$ cat src/rtl/button_conditioner.sv
// Multi-channel button conditioner: synchronizer, shared sample tick, per-channel saturating debounce counter, edge pulses.
// Optional release filtering (hysteresis) enabled by defining BUTTON_CONDITIONER_FALL_FILTER_EN.
module button_conditioner #(
    parameter int WIDTH            = 1,
    parameter int SAMPLE_COUNT_MAX = 25000,
    parameter int PULSE_COUNT_MAX  = 150,
    parameter int SYNC_STAGES      = 2
) (
    input  logic             clk,
    input  logic             rst_n,
    input  logic [WIDTH-1:0] glitchy_signal,
    output logic [WIDTH-1:0] debounced_signal,
    output logic [WIDTH-1:0] rise_pulse,
    output logic [WIDTH-1:0] fall_pulse
);

    localparam int SCW = (SAMPLE_COUNT_MAX > 1) ? $clog2(SAMPLE_COUNT_MAX) : 1;
    localparam int PCW = $clog2(PULSE_COUNT_MAX + 1);
    localparam logic [SCW-1:0] SAMPLE_LAST = SCW'(SAMPLE_COUNT_MAX - 1);
    localparam logic [PCW-1:0] PULSE_FULL  = PCW'(PULSE_COUNT_MAX);

    logic [WIDTH-1:0] sync_q [SYNC_STAGES];
    logic [WIDTH-1:0] sync;
    logic [SCW-1:0]   sample_cnt;
    logic             sample_tick;
    logic [PCW-1:0]   cnt_q [WIDTH];
    logic [PCW-1:0]   cnt_d [WIDTH];
    logic [WIDTH-1:0] deb_d;

    always_ff @(posedge clk or negedge rst_n) begin
        if (!rst_n) begin
            for (int s = 0; s < SYNC_STAGES; s++) sync_q[s] <= '0;
        end else begin
            sync_q[0] <= glitchy_signal;
            for (int s = 1; s < SYNC_STAGES; s++) sync_q[s] <= sync_q[s-1];
        end
    end

    assign sync = sync_q[SYNC_STAGES-1];

    // Shared prescaler; with SAMPLE_COUNT_MAX=1 it sits at 0 and ticks every cycle.
    always_ff @(posedge clk or negedge rst_n) begin
        if (!rst_n) begin
            sample_cnt <= '0;
        end else if (sample_cnt == SAMPLE_LAST) begin
            sample_cnt <= '0;
        end else begin
            sample_cnt <= sample_cnt + SCW'(1);
        end
    end

    assign sample_tick = (sample_cnt == SAMPLE_LAST);

    always_comb begin
        cnt_d = cnt_q;
        deb_d = debounced_signal;
        for (int i = 0; i < WIDTH; i++) begin
`ifdef BUTTON_CONDITIONER_FALL_FILTER_EN
            if (sample_tick) begin
                if (sync[i]) begin
                    if (cnt_q[i] != PULSE_FULL) cnt_d[i] = cnt_q[i] + PCW'(1);
                end else begin
                    if (cnt_q[i] != '0) cnt_d[i] = cnt_q[i] - PCW'(1);
                end
            end
            // Output only moves at the rails; in between it holds (hysteresis).
            if (cnt_d[i] == PULSE_FULL) begin
                deb_d[i] = 1'b1;
            end else if (cnt_d[i] == '0) begin
                deb_d[i] = 1'b0;
            end
`else
            if (!sync[i]) begin
                cnt_d[i] = '0;
            end else if (sample_tick && (cnt_q[i] != PULSE_FULL)) begin
                cnt_d[i] = cnt_q[i] + PCW'(1);
            end
            deb_d[i] = (cnt_d[i] == PULSE_FULL);
`endif
        end
    end

    // Pulses are derived from the next/current level pair so they line up with the level change.
    always_ff @(posedge clk or negedge rst_n) begin
        if (!rst_n) begin
            for (int i = 0; i < WIDTH; i++) cnt_q[i] <= '0;
            debounced_signal <= '0;
            rise_pulse       <= '0;
            fall_pulse       <= '0;
        end else begin
            cnt_q            <= cnt_d;
            debounced_signal <= deb_d;
            rise_pulse       <= deb_d & ~debounced_signal;
            fall_pulse       <= ~deb_d & debounced_signal;
        end
    end

endmodule

$ cat config.mk
export PLATFORM = sky130hd
export DESIGN_NAME = button_conditioner
export DESIGN_NICKNAME = d
export VERILOG_FILES = /design/src/rtl/button_conditioner.sv
export SDC_FILE = /design/constraint.sdc
export NUM_CORES = 1
export LEC_CHECK = 0
export ABC_CLOCK_PERIOD_IN_PS = 2400
export CAP_MARGIN = 20
export CORE_UTILIZATION = 55
export DETAILED_ROUTE_END_ITERATION = 6
export PLACE_DENSITY = 0.73
export SLEW_MARGIN = 20
export SYNTH_ARGS = -nofsm -noshare
export SYNTH_HDL_FRONTEND = slang
export SYNTH_SLANG_ARGS = --single-unit
$ cat constraint.sdc
create_clock -name clk -period 2.4 [get_ports clk]
set_input_delay 0.6 -clock clk [delete_from_list [all_inputs] [get_ports clk]]
set_output_delay 0.6 -clock clk [all_outputs]
set_load 0.02 [all_outputs]
==> impl_metrics.csv <==
group,metric,value,unit
status,status,"completed",
finish,layout_common_cells,"dfrtp_1, nor2_1, nand2_1",
logic_synthesis,synth_area,0.00142,sq mm
sta,finalSetupViolCount,0,
logic_synthesis,synth_compound_area_share,7.29,%
route,vias_per_cell,6.04,
logic_synthesis,synth_fp_nets,136,
place,place_congestion,0.987,
clock_network,path_clk_slew,150,ps
sta,rsz0062_at_grt,"false",
logic_synthesis,synth_cell_types,38,
logic_synthesis,ys_seq_elements,28,
worst_setup_path,start_kind,"flop",
clock_network,cts.htree.levels,1,
power_and_ir_drop,pwr-share-seq,65.9,%
worst_setup_path,worst-setup-path-type,"flop to flop",
logic_synthesis,synthXorXnorAreaFrac,9.84,%
grt,grt_pass1_vias,980,
sta,final_max_slew_viol_count,0,
logic_synthesis,synth_top_family_by_area,"simple AND/OR/NAND/NOR gates",
run,maxCapViolations,0,
power_and_ir_drop,leakagePower,0.690,nW
floorplanning,die_height,52.9,um
grt,grt_pass1_wl,4270,um
clock_network,insertion_delay,330,ps
clock_network,numCtsBuffers,3,
power_and_ir_drop,switching_power,151,uW
sta,finalHoldViolCount,0,
route,drt_iter0_drc,14,
finish,diodes,0,
logic_synthesis,synth_edf_count,0,
floorplanning,start_util,58.0,%
finish,layout-drive-gt1-share,7.35,%
finish,syn_to_final_growth,7.47,%
route,drt_first_pass_iters,4,
worst_setup_path,ff2ff_path_depth,5,
power_and_ir_drop,p_per_area,472,mW/mm^2
clock_network,cts_hold_buf,0,
logic_synthesis,yosys_warnings,0,
logic_synthesis,yosys.area_share.simple,27.1,%
hold_path,min_path_type,"flop to flop",
clock_network,cts_tree,"done",
worst_setup_path,rr_startpoint,"sample_cnt[6]$_DFF_PN0_",
power_and_ir_drop,ir_worst_vdd,430,uV
route,ant_nets,0,
clock_network,clockBufferDepth,2,
hold_path,worstHoldPathCells,0,
clock_network,postCtsSetupBuffers,0,
clock_network,cts_resized,0,
sta,tightest_slew,498,ps
grt,groute.usage.overall,21.4,%
grt,grt_overflow,0,
sta,min_period_over_period,86.2,%
worst_setup_path,rr_endpoint,"fall_pulse$_DFF_PN0_",
floorplanning,coreArea,0.00245,sq mm
hold_path,min_from,"sync_q[1]$_DFF_PN0_",
logic_synthesis,synthMuxAreaShare,1.41,%
sta,finalCriticalPeriod,2070,ps
logic_synthesis,synthAdderAreaFrac,2.64,%
sta,tns,0,ps
sta,finClkSkew,7.07,ps
floorplanning,pin_count,6,
floorplanning,die_w,52.9,um
power_and_ir_drop,comb_power_share,1.9,%
logic_synthesis,synthCells,130,
grt,grt_max_degree,29,
worst_setup_path,cp_max_fo,15,
route,vias,1003,
place,dp_hpwl,1760,um
route,wl_per_cell,15.0,um
floorplanning,num_rows,18,
finish,finalCoreUtilization,62.3,%
worst_setup_path,setup.worst_path.end_class,"flop",
logic_synthesis,avgSynthCellArea,11.0,sq um
clock_network,cts.sinks,28,
route,routed_wl,2490,um
floorplanning,die-area,0.00280,sq mm
power_and_ir_drop,p_clk_share,32.2,%
clock_network,clock-root-buffer,"clkbuf_4",
power_and_ir_drop,intPower,571,uW
hold_path,hold_end,"sync$_DFF_PN0_",
finish,fin_nets,143,
worst_setup_path,rrSetupSlack,330,ps
grt,antenna_found_initial,0,
sta,fmax,483,MHz
sta,slew_headroom,66.8,%
finish,mostFrequentLayoutCell,"dfrtp_1",
finish,nFillCells,204,
worst_setup_path,worst_ep_arrival_time,2310,ps
logic_synthesis,yosys_most_used_dff,"dfrtp_1",
logic_synthesis,synth_seq_area_share,49.2,%
route,drc,0,
worst_setup_path,crit_required,2640,ps
logic_synthesis,synthArstFlopShare,100,%
place,portBuffers,5,
power_and_ir_drop,swShare,20.9,%
[power groups by stage]
stage                     logic (mW)  registers (mW)  clock network, mW
after floorplan              0.00261           0.483                  0
after global placement        0.0142           0.485                  0
after detailed placement      0.0146           0.485                  0
after CTS                     0.0145           0.476              0.240
after global routing          0.0161           0.477              0.257
final                         0.0137           0.476              0.233
[cell type report]
| cell class | count | area (sq um) | area share, % |
|---|---|---|---|
| sequential | 28 | 701 | 45.8 |
| multi-input combinational | 95 | 687 | 44.9 |
| clock buffer | 4 | 36.3 | 2.37 |
| inverter | 3 | 11.3 | 0.736 |
| timing repair buffer | 6 | 57.6 | 3.76 |
| tap | 30 | 37.5 | 2.45 |
[cell families (layout without fill, tap and decap cells)]
logic type	count (synthesis)	in the layout
AND/OR/NAND/NOR	59	59
buffers and inverters	7	13
multiplexers	2	2
AO/OA/AOI/OAI	15	15
XOR/XNOR	16	16
adder cells (fa/ha/maj)	3	3
flip-flops	28	28
[registers in the layout, summed over array words and instances (netlist names)]
register	count
cnt_q	8
sync	1
debounced_signal	1
sync_q	1
fall_pulse	1
rise_pulse	1
sample_cnt	15
[per-stage QoR]
stage	power (mW)	setup slack [ps]	instance area, sq um	std cells	hold slack [ps]
final	0.722	331	1530	166	381
after global routing	0.750	197	1530	166	398
after CTS	0.730	336	1530	166	381
after detailed placement	0.499	360	1490	162	348
after global placement	0.499	413	1490	162	342
after floorplan	0.485	691	1420	130	304
[Yosys cell counts, types with 2 or more instances]
cell type / instances / area [sq um]
dfrtp_1: 28 / 701
nand2_1: 9 / 33.8
nor2_1: 9 / 33.8
xnor2_1: 8 / 70.1
xor2_1: 8 / 70.1
nand3_1: 7 / 35.0
nand4_1: 5 / 31.3
a21oi_1: 4 / 20.0
and2_1: 4 / 25.0
nor3_1: 4 / 20.0
and3_1: 3 / 18.8
and4_1: 3 / 26.3
ha_1: 3 / 37.5
inv_1: 3 / 11.3
and4bb_1: 2 / 25.0
buf_4: 2 / 15.0
mux2i_1: 2 / 20.0
nor4b_1: 2 / 17.5
o21a_1: 2 / 15.0
o21ai_0: 2 / 10.0
o31a_1: 2 / 17.5
or3_1: 2 / 12.5
[critical path, cell delays in order (launching register included)]
cell,delay [ps]
dfrtp_1,490
nor4b_4,320
and4b_1,550
and4_1,280
o22ai_2,90
o31a_1,240
[worst max path at each step]
stage / to / start / slack, ps
6_report: fall_pulse$_DFF_PN0_ / sample_cnt[6]$_DFF_PN0_ / 330
5_1_grt: rise_pulse$_DFF_PN0_ / sample_cnt[6]$_DFF_PN0_ / 200
4_1_cts: fall_pulse$_DFF_PN0_ / sample_cnt[6]$_DFF_PN0_ / 340
3_5_place_dp: fall_pulse$_DFF_PN0_ / sample_cnt[6]$_DFF_PN0_ / 360
3_3_place_gp: fall_pulse$_DFF_PN0_ / sample_cnt[6]$_DFF_PN0_ / 410
2_1_floorplan: fall_pulse$_DFF_PN0_ / sample_cnt[0]$_DFF_PN0_ / 690
[metal layers]
layer / part of all wire, % / wire [um] / up-vias / global-route usage [%]
met1: 48 / 1190 / 494 / 29.1
li1: - / - / 485 / -
met2: 47 / 1170 / 20 / 34.0
met3: 3.7 / 91 / 4 / 3.45
met5: 0 / 0 / - / 0
met4: 1.5 / 38 / 0 / 8.33
No activity file was read; power rests on OpenSTA's default activity.
